`src/rtl/mips_ifetch.sv`:
```
// mips_ifetch: MIPS32 instruction fetch with prefetch FIFO, redirect and HLT stop
module mips_ifetch #(
  parameter int AW       = 10,
  parameter int DEPTH    = 2,
  parameter int RESET_PC = 0
) (
  input  logic          clk,
  input  logic          rst,
  output logic          imem_en,
  output logic [AW-1:0] imem_addr,
  input  logic [31:0]   imem_rdata,
  output logic          id_valid,
  input  logic          id_ready,
  output logic [31:0]   id_instr,
  output logic [AW-1:0] id_npc,
  input  logic          redirect,
  input  logic [AW-1:0] redirect_pc,
  output logic          halted
);
  localparam int PW = $clog2(DEPTH);
  localparam int CW = PW + 1;
  logic [AW-1:0] pc, inf_addr;
  logic          inflight, halt_seen, pop, hlt_pop, room;
  logic [31:0]   fifo_instr [DEPTH];
  logic [AW-1:0] fifo_npc [DEPTH];
  logic [PW-1:0] rd_ptr, wr_ptr;
  logic [CW-1:0] count;
  assign pop       = id_valid && id_ready;
  assign hlt_pop   = pop && id_instr[31:26] == 6'h3f;
  // the slot freed by this cycle's pop can take the word requested now
  assign room      = ({1'b0, count} + (CW+1)'(inflight)) < ((CW+1)'(DEPTH) + (CW+1)'(pop));
  assign imem_en   = !rst && !halted && !halt_seen && !redirect && room;
  assign imem_addr = pc;
  assign id_valid  = count != '0 && !redirect && !halted;
  assign id_instr  = fifo_instr[rd_ptr];
  assign id_npc    = fifo_npc[rd_ptr];
  always_ff @(posedge clk) begin
    if (rst) begin
      pc        <= AW'(RESET_PC);
      inf_addr  <= '0;
      inflight  <= 1'b0;
      halt_seen <= 1'b0;
      halted    <= 1'b0;
      rd_ptr    <= '0;
      wr_ptr    <= '0;
      count     <= '0;
      for (int i = 0; i < DEPTH; i++) begin
        fifo_instr[i] <= '0;
        fifo_npc[i]   <= '0;
      end
    end else if (redirect && !halted) begin
      pc        <= redirect_pc;
      inflight  <= 1'b0;
      halt_seen <= 1'b0;
      rd_ptr    <= '0;
      wr_ptr    <= '0;
      count     <= '0;
    end else if (hlt_pop) begin
      halted   <= 1'b1;
      inflight <= 1'b0;
      rd_ptr   <= '0;
      wr_ptr   <= '0;
      count    <= '0;
    end else begin
      inflight <= imem_en;
      if (imem_en) begin
        pc       <= pc + AW'(1);
        inf_addr <= pc;
      end
      if (inflight) begin
        fifo_instr[wr_ptr] <= imem_rdata;
        fifo_npc[wr_ptr]   <= inf_addr + AW'(1);
        wr_ptr             <= wr_ptr + PW'(1);
        if (imem_rdata[31:26] == 6'h3f) halt_seen <= 1'b1;
      end
      if (pop) rd_ptr <= rd_ptr + PW'(1);
      count <= count + CW'(inflight) - CW'(pop);
    end
  end
endmodule

```
`config.mk`:
```
export PLATFORM = sky130hd
export DESIGN_NAME = mips_ifetch
export DESIGN_NICKNAME = d
export VERILOG_FILES = /design/src/rtl/mips_ifetch.sv
export SDC_FILE = /design/constraint.sdc
export NUM_CORES = 1
export LEC_CHECK = 0
export ABC_AREA = 1
export CORE_MARGIN = 3
export CORE_UTILIZATION = 35
export CTS_CLUSTER_SIZE = 40
export DETAILED_ROUTE_END_ITERATION = 16
export PLACE_DENSITY = 0.66
export SETUP_SLACK_MARGIN = 0.3
export SKIP_CTS_REPAIR_TIMING = 1
export SLEW_MARGIN = 20
export SYNTH_ARGS = -nofsm -noshare
export SYNTH_HDL_FRONTEND = slang
export SYNTH_SLANG_ARGS = --single-unit
```
`constraint.sdc`:
```
create_clock -name clk -period 4.4 [get_ports clk]
set_clock_uncertainty 0.1 [all_clocks]
set_input_delay 0.44 -clock clk [delete_from_list [all_inputs] [get_ports clk]]
set_output_delay 0.44 -clock clk [all_outputs]
set_load 0.02 [all_outputs]
```
==> out/results.ini, run 1 <==
[synthesis]
synth.largest_area_cell = edfxtp_1
syn_nets = 669
ys_ff_latch = 112
synth_top_area_share_pct = 47.4
yosysUniqueCellTypes = 30
yosysWarnings = 0
syn_area_mm2 = 0.00533
synthTopCellsByArea = edfxtp_1, nand2_1, dfxtp_1
synth_cells = 617
yosysSeqAreaShare_pct = 57.9
synth.avg_cell_area_um2 = 8.63

[worst_setup_path]
r2r_cells = 9
cp_num_buf_inv = 5
critPathMaxStageDelay_ps = 700
cp-end-kind = output port
startpoint_type = input port
startpoint = rst
cp_max_fo = 23
cp.required_ps = 3860
crit_arrival_ps = 2430
r2r-end = fifo_npc[0][6]
path_delay_family = buffers and inverters
crit_chain = clkdlybuf4s50_1, inv_1, buf_4, nand2_1, nor3_1, nand2_1, inv_1, clkdlybuf4s50_1
r2r_slack_ps = 1750
path_class = input port to output port
slowest_stage = clkdlybuf4s50_1

[global_routing]
antenna_found_initial = 0
grt_pass1_wl_um = 18900
grt_max_degree = 44
grt-ovfl-total = 0
grt_pass1_vias = 3946
grt.total_usage_pct = 14.2

[hold_path]
hp-class = register to register
holdPathEnd = halt_seen
hold_depth = 2
holdCritStartpoint = halt_seen

[cts]
htreeDepth = 3
clk_latency_ps = 340
cts_buffer_depth = 2
cts_buffers = 9
cts-root-buf = clkbuf_16
cts_sinks = 112
path_clk_slew_ps = 70
cts_tree = yes

[sta]
maxSlewViolCount = 0
setup_slack_ps = 1430
clock.fmax_ghz = 0.337
final.setup.tns_ps = 0
slew_headroom_pct = 59.5
rsz0062_at_grt = no
hold_viol_final = 0
holdWs_ps = 381
min_period_over_period_pct = 67.5
tightest_slew_ps = 606
setup_viol = 0
finalCriticalPeriod_ps = 2970

[placed_design]
dp_slack_ps = 1320
portBuffers = 100
hpwl_um = 7630
placed_cells = 884
place.gp.congestion = 0.782

[routing]
vias_per_cell = 4.53
route.detailed.drc = 0
drt_iter0_markers = 314
vias = 4080
detail-route-antenna-nets = 0
drt_first_pass_iters = 4
routedWlPerCell_um = 12.6
routed_wl_um = 11400

[final_layout]
nets = 763
syn2layout_area_growth_pct = 26.7
drive_above_1_share_pct = 6.84
instances_no_fill = 900
antenna_cells = 0

[floorplan]
core.rowCount = 44
die_h_um = 129
die_area_mm2 = 0.0167
die_x_um = 129
start_util_pct = 36.2
ios = 101
design.core.area_mm2 = 0.0147

[run_status]
status = finished, final reports clean

[power_and_ir_drop]
leakage_uw = 0.00297
peakVddDrop_v = 0.000222
powerDensity_mw_per_mm2 = 334

[run]
cap_violations = 0

registers in the layout (all words and copies together) (netlist names), named ones only:
register and cells:
fifo_instr 64, fifo_npc 20, imem_addr 10, inf_addr 10, count 2, halt_seen 1, halted 1, inflight 1
rd_ptr 1, wr_ptr 1
worst register-to-register path: cells and delay by family (launching register included):
| family | cells | cell delay (ps) |
|---|---|---|
| AND/OR/NAND/NOR | 7 | 1190 |
| buffers and inverters | 2 | 760 |
| flip-flops | 1 | 350 |
routing by layer:
metal | part of all wire (%) | track usage [%] | wire [µm] | vias to the layer above
li1 | - | - | - | 2103
met1 | 49 | 19.3 | 5580 | 1857
met2 | 43 | 22.7 | 4940 | 110
met3 | 6.3 | 3.54 | 712 | 10
met4 | 1.2 | 4.26 | 131 | 0
met5 | 0 | 0 | 0 | -
synth_stat cells, drive strengths merged:
master,n
a21boi,1
clkbuf,10
o21ai,6
nor2,142
nand4,7
and2,1
nand3,24
xor2,8
ha,6
nand3b,2
a21oi,4
xnor2,5
edfxtp,84
dfxtp,28
nand2,198
nor3,3
or2,1
o31ai,1
inv,72
buf,14
cells in the final DEF, fill, tap and decap left out, drive strengths merged:
| cell | count |
|---|---|
| clkdlybuf4s50 | 100 |
| buf | 7 |
| xor2 | 8 |
| nand2 | 198 |
| dfxtp | 28 |
| ha | 6 |
| nand4 | 7 |
| nand3 | 24 |
| nor2 | 142 |
| a21boi | 1 |
| clkinvlp | 2 |
| or2 | 1 |
| xnor2 | 5 |
| and2 | 1 |
| o21ai | 6 |
| clkinv | 4 |
| inv | 73 |
| nor3 | 3 |
| a21oi | 4 |
| clkbuf | 9 |
| edfxtp | 84 |
| nand3b | 2 |
| o31ai | 1 |
metrics by stage:
step	utilization [%]	area, µm²	power (µW)
2_1_floorplan	-	5330	1390
3_3_place_gp	44.1	6480	1530
3_5_place_dp	44.1	6480	1530
4_1_cts	45.9	6750	2280
5_1_grt	45.9	6750	2360
6_report	45.9	6750	2250
logic make-up after synthesis:
logic type	after synthesis	synth area share, %
AO/OA/AOI/OAI	12	1.22
XOR/XNOR	13	2.14
adder cells (fa/ha/maj)	6	1.41
buffers and inverters	96	7.73
flip-flops	112	57.9
AND/OR/NAND/NOR	378	29.6
layout make-up:
class | instances | area (µm²)
clock buffer | 9 | 225
clock inverter | 7 | 46.3
fill | 1434 | 7950
inverter | 72 | 273
multi-input combinational | 409 | 1840
sequential | 112 | 3080
tap | 184 | 230
timing repair buffer | 107 | 1050
worst max path at each step:
| stage | to | slack [ps] | cells past startpoint |
|---|---|---|---|
| floorplan | fifo_instr[0][0] | 1600 | 7 |
| global placement | fifo_instr[0][3] | 1380 | 7 |
| detailed placement | fifo_instr[0][3] | 1320 | 7 |
| CTS | imem_en | 1410 | 8 |
| global route | imem_en | 1120 | 8 |
| finish | imem_en | 1430 | 8 |
power by group:
group / switching (µW) / internal, µW
clock: 363 / 383
sequential: 29.4 / 1180
combinational: 163 / 132
Power figures use the tool's default switching activity.
==> run 2, diff against run 1 <==
==> constraint.sdc (replaced) <==
create_clock -name clk -period 3 [get_ports clk]
set_clock_uncertainty 0.1 [all_clocks]
set_input_delay 0.3 -clock clk [delete_from_list [all_inputs] [get_ports clk]]
set_output_delay 0.3 -clock clk [all_outputs]
set_load 0.02 [all_outputs]
==> out/results.ini, run 2 (synthesis gave the netlist of run 1 again) <==
[worst_setup_path]
path_class = register to register  ; was input port to output port
cp_max_fo = 42  ; was 23
startpoint_type = register  ; was input port
crit_arrival_ps = 2370  ; was 2430 ps
cp.required_ps = 2980  ; was 3860 ps
cp-end-kind = register  ; was output port
r2r_slack_ps = 600  ; was 1750 ps

[final_layout]
most-common-layout-cells = nand2_1, nor2_1, clkdlybuf4s50_1  ; unchanged
fillCellCount = 1386  ; was 1,434
largestRegisters = fifo_instr (64), fifo_npc (20)  ; unchanged
final_common_cell = nand2_1  ; unchanged
drive_above_1_share_pct = 7.12  ; was 6.84%
nets = 763  ; unchanged
fin_util_pct = 46.3  ; was 45.9%
largest_reg_flops = 64  ; unchanged
instances_no_fill = 900  ; unchanged
antenna_cells = 0  ; unchanged
syn2layout_area_growth_pct = 27.9  ; was 26.7%
top_register = fifo_instr  ; unchanged

[sta]
clock.fmax_ghz = 0.417
final.setup.tns_ps = 0  ; unchanged
holdWs_ps = 378  ; was 381 ps
setup_slack_ps = 601  ; was 1430 ps
finalCriticalPeriod_ps = 2400
tightest_slew_ps = 469  ; was 606 ps
setup_viol = 0  ; unchanged
rsz0062_at_grt = no  ; unchanged
hold_viol_final = 0  ; unchanged
min_period_over_period_pct = 80.0
slew_headroom_pct = 68.7  ; was 59.5%
maxSlewViolCount = 0  ; unchanged

[cts]
cts_buffer_depth = 2  ; unchanged
cts-root-buf = clkbuf_16  ; unchanged
path_clk_slew_ps = 70  ; about the same
htreeDepth = 3  ; unchanged
cts_buffers = 9  ; unchanged
cts_tree = yes  ; unchanged
cts_sinks = 112  ; unchanged
clk_latency_ps = 340  ; about the same

[placed_design]
dp_slack_ps = 375  ; was 1320 ps
placed_cells = 884  ; unchanged
hpwl_um = 7850  ; was 7630 µm
portBuffers = 100  ; unchanged
place.gp.congestion = 0.808  ; was 0.782

[power_and_ir_drop]
peakVddDrop_v = 0.000311  ; was 0.000222 V
powerDensity_mw_per_mm2 = 502  ; was 334 mW/mm²
leakage_uw = 0.00300  ; was 0.00297 µW

[floorplan]
ios = 101  ; unchanged
die_area_mm2 = 0.0167  ; unchanged
die_x_um = 129  ; unchanged
core.rowCount = 44  ; unchanged
start_util_pct = 36.2  ; unchanged
die_h_um = 129  ; unchanged
design.core.area_mm2 = 0.0147  ; unchanged

[global_routing]
grt_max_degree = 43  ; was 44
grt_pass1_wl_um = 18400  ; was 18,900 µm
grt-ovfl-total = 0  ; unchanged
antenna_found_initial = 0  ; unchanged
grt.total_usage_pct = 13.7  ; was 14.2%
grt_pass1_vias = 3841  ; was 3,946

[routing]
vias_per_cell = 4.53  ; about the same
vias = 4076  ; was 4,080
routed_wl_um = 11400  ; about the same
detail-route-antenna-nets = 0  ; unchanged
drt_iter0_markers = 229  ; was 314
route.detailed.drc = 0  ; unchanged
routedWlPerCell_um = 12.6  ; about the same
drt_first_pass_iters = 4  ; unchanged

[run_status]
status = finished, final reports clean  ; unchanged

[hold_path]
hp-class = register to register  ; unchanged
holdCritStartpoint = halt_seen  ; unchanged

[run]
cap_violations = 0  ; unchanged

run 2: cell types whose count changed in the layout (fill, tap and decap cells not counted):
cell / change
inv_1: -1
clkinv_2: -1
clkinv_4: -1
clkinvlp_4: +1
buf_12: +2
clkinv_1: -1
buf_4: -2
clkdlybuf4s50_1: -1
bufinv_16: +1
inv_6: +2
dlymetal6s2s_1: +1
run 2: metrics by stage:
stage               total power [µW]  cell area [µm²]
floorplan                       2040             5330
global placement                2250             6500
detailed placement              2260             6500
CTS                             3460             6800
global route                    3560             6810
finish                          3420             6810
run 2: power breakdown:
| group | total [µW] | switching, µW | internal [µW] |
|---|---|---|---|
| sequential | 1780 | 43.2 | 1740 |
| clock | 1200 | 546 | 655 |
| combinational | 439 | 242 | 197 |
run 2: layout make-up:
cell class	count	area, µm²	area share (%)
Clock buffer	9	225	3.31
Clock inverter	7	76.3	1.12
Inverter	72	277	4.06
Multi-Input combinational cell	409	1840	27.0
Sequential cell	112	3080	45.3
Tap cell	184	230	3.38
Timing Repair Buffer	107	1080	15.9
run 2: path summary, 6_finish.rpt:
check	endpoint	cells after the start
min	halt_seen	2
max reg2reg	fifo_instr[0][8]	9
min reg2reg	halt_seen	2
max	fifo_instr[0][8]	9
run 2: worst max-delay path: stages, from the launching register on:
cell	delay [ps]
dfxtp_2	360
inv_4	340
nand2_1	90
nand2_1	120
nand2_1	140
nor2_4	150
nand3_4	170
nand4_2	140
buf_4	420
nor2_1	90
run 2: metal layers:
metal	share of wire, %	GRT usage, %	vias to the layer above	routed length (µm)
met3	6.3	2.18	9	712
met5	0	0	-	0
met1	47	18.9	1839	5380
met4	1.2	5.06	0	138
met2	45	21.8	123	5140
li1	-	-	2105	-
==> run 3, diff against run 2 <==
==> constraint.sdc (replaced) <==
create_clock -name clk -period 2.33 [get_ports clk]
set_clock_uncertainty 0.1 [all_clocks]
set_input_delay 0.233 -clock clk [delete_from_list [all_inputs] [get_ports clk]]
set_output_delay 0.233 -clock clk [all_outputs]
set_load 0.02 [all_outputs]
==> out/results.ini, run 3 (synthesis gave the netlist of run 1 again) <==
[run_status]
status = finished, final reports clean  ; unchanged

[routing]
drt_iter0_markers = 247  ; was 229
vias = 4231  ; was 4,076
route.detailed.drc = 0  ; unchanged
detail-route-antenna-nets = 0  ; unchanged
drt_first_pass_iters = 5  ; was 4
vias_per_cell = 4.61  ; was 4.53
routedWlPerCell_um = 13.6  ; was 12.6 µm
routed_wl_um = 12400  ; was 11,400 µm

[worst_setup_path]
cp-end-kind = output port  ; was register
crit_arrival_ps = 1720  ; was 2370 ps
startpoint_type = register  ; unchanged
cp_max_fo = 2  ; was 42
path_class = register to output port  ; was register to register
cp.required_ps = 2000  ; was 2980 ps
startpoint = inflight

[cts]
path_clk_slew_ps = 70  ; about the same
cts_tree = yes  ; unchanged
htreeDepth = 3  ; unchanged
cts_sinks = 112  ; unchanged
cts_buffer_depth = 2  ; unchanged
cts_buffers = 9  ; unchanged
cts-root-buf = clkbuf_16  ; unchanged
clk_latency_ps = 340  ; about the same

[power_and_ir_drop]
powerDensity_mw_per_mm2 = 604  ; was 502 mW/mm²
switching_power_uw = 1100  ; was 831 µW
swShare_pct = 25.4  ; was 24.3%
p_total_uw = 4330  ; was 3420 µW
leakage_uw = 0.00363  ; was 0.00300 µW
peakVddDrop_v = 0.000348  ; was 0.000311 V
internal_power_uw = 3240  ; was 2590 µW
combPwrFrac_pct = 13.5  ; was 12.8%
p_seq_share_pct = 52.8  ; was 52.0%
p_clk_share_pct = 33.7  ; was 35.1%

[global_routing]
antenna_found_initial = 0  ; unchanged
grt_pass1_wl_um = 18700  ; was 18,400 µm
grt.total_usage_pct = 13.9  ; was 13.7%
grt_max_degree = 43  ; unchanged
grt_pass1_vias = 3982  ; was 3,841
grt-ovfl-total = 0  ; unchanged

[final_layout]
nets = 781  ; was 763
final_common_cell = nand2_1  ; unchanged
multi_input_area_mm2 = 0.00196  ; was 0.00184 mm²
syn2layout_area_growth_pct = 34.8  ; was 27.9%
antenna_cells = 0  ; unchanged
top_register = fifo_instr  ; unchanged
fillCellCount = 1384  ; was 1,386
largest_reg_flops = 64  ; unchanged
largestRegisters = fifo_instr (64), fifo_npc (20)  ; unchanged
seq_area_mm2 = 0.00309  ; was 0.00308 mm²
drive_above_1_share_pct = 9.67  ; was 7.12%
most-common-layout-cells = nand2_1, nor2_1, edfxtp_1  ; was nand2_1, nor2_1, clkdlybuf4s50_1

[sta]
slew_headroom_pct = 67.5  ; was 68.7%
min_period_over_period_pct = 88.0
setup_slack_ps = 281  ; was 601 ps
clock.fmax_ghz = 0.488
rsz0062_at_grt = yes  ; was no
hold_viol_final = 0  ; unchanged
holdWs_ps = 401  ; was 378 ps
setup_viol = 0  ; unchanged
tightest_slew_ps = 487  ; was 469 ps
maxSlewViolCount = 0  ; unchanged
finalCriticalPeriod_ps = 2050

[placed_design]
dp_slack_ps = 154  ; was 375 ps
place.gp.congestion = 0.800  ; was 0.808
hpwl_um = 7910  ; was 7850 µm
portBuffers = 100  ; unchanged

[floorplan]
die_h_um = 129  ; unchanged
die_area_mm2 = 0.0167  ; unchanged
die_x_um = 129  ; unchanged
core.rowCount = 44  ; unchanged
start_util_pct = 36.2  ; unchanged
ios = 101  ; unchanged
design.core.area_mm2 = 0.0147  ; unchanged

[hold_path]
hp-class = register to register  ; unchanged
holdCritStartpoint = halt_seen  ; unchanged

[run]
cap_violations = 0  ; unchanged

## run 3: worst paths after layout
check | endpoint | slack (ps) | depth (start not counted)
setup / recovery | imem_en | 280 | 8
hold / removal | halt_seen | 400 | 2
setup reg to reg | fifo_npc[1][7] | 360 | 9
hold reg to reg | halt_seen | 400 | 2
## run 3: layout make-up
cell class / count / area share, %
Clock buffer: 10 / 3.19
Clock inverter: 6 / 0.697
Inverter: 72 / 3.94
Multi-Input combinational cell: 413 / 27.3
Sequential cell: 112 / 43.0
Tap cell: 184 / 3.21
Timing Repair Buffer: 121 / 18.7
## run 3: critical path: stages (launching register included)
cell and delay, ps:
dfxtp_1 320, ha_1 200, ha_1 180, nor2_1 90
nand2_1 70, nor3_2 100, nand2_1 90, inv_1 90
dlymetal6s2s_1 240
## run 3: per-stage QoR
step / instances / utilization (%) / TNS (ps) / area [µm²]
finish: 918 / 48.9 / 0 / 7180
global route: 918 / 48.9 / 0 / 7180
CTS: 908 / 46.7 / -148 / 6870
detailed placement: 892 / 44.8 / 0 / 6590
global placement: 892 / 44.8 / 0 / 6590
floorplan: 617 / - / 0 / 5360
## run 3: per-layer routing
metal | track usage (%) | wire length (µm) | vias to the layer above | share of wire (%)
li1 | - | - | 2147 | -
met2 | 22.9 | 5800 | 161 | 47
met4 | 4.26 | 182 | 0 | 1.5
met1 | 18.7 | 5540 | 1908 | 44
met3 | 2.60 | 920 | 15 | 7.4
met5 | 0 | 0 | - | 0
## run 3: power by group through the flow
stage / Clock, µW / Sequential (µW) / Combinational [µW]
after floorplan: 0 / 2340 / 297
after global placement: 0 / 2330 / 567
after detailed placement: 0 / 2330 / 574
after CTS: 1490 / 2290 / 577
after global routing: 1560 / 2300 / 642
final: 1460 / 2290 / 585
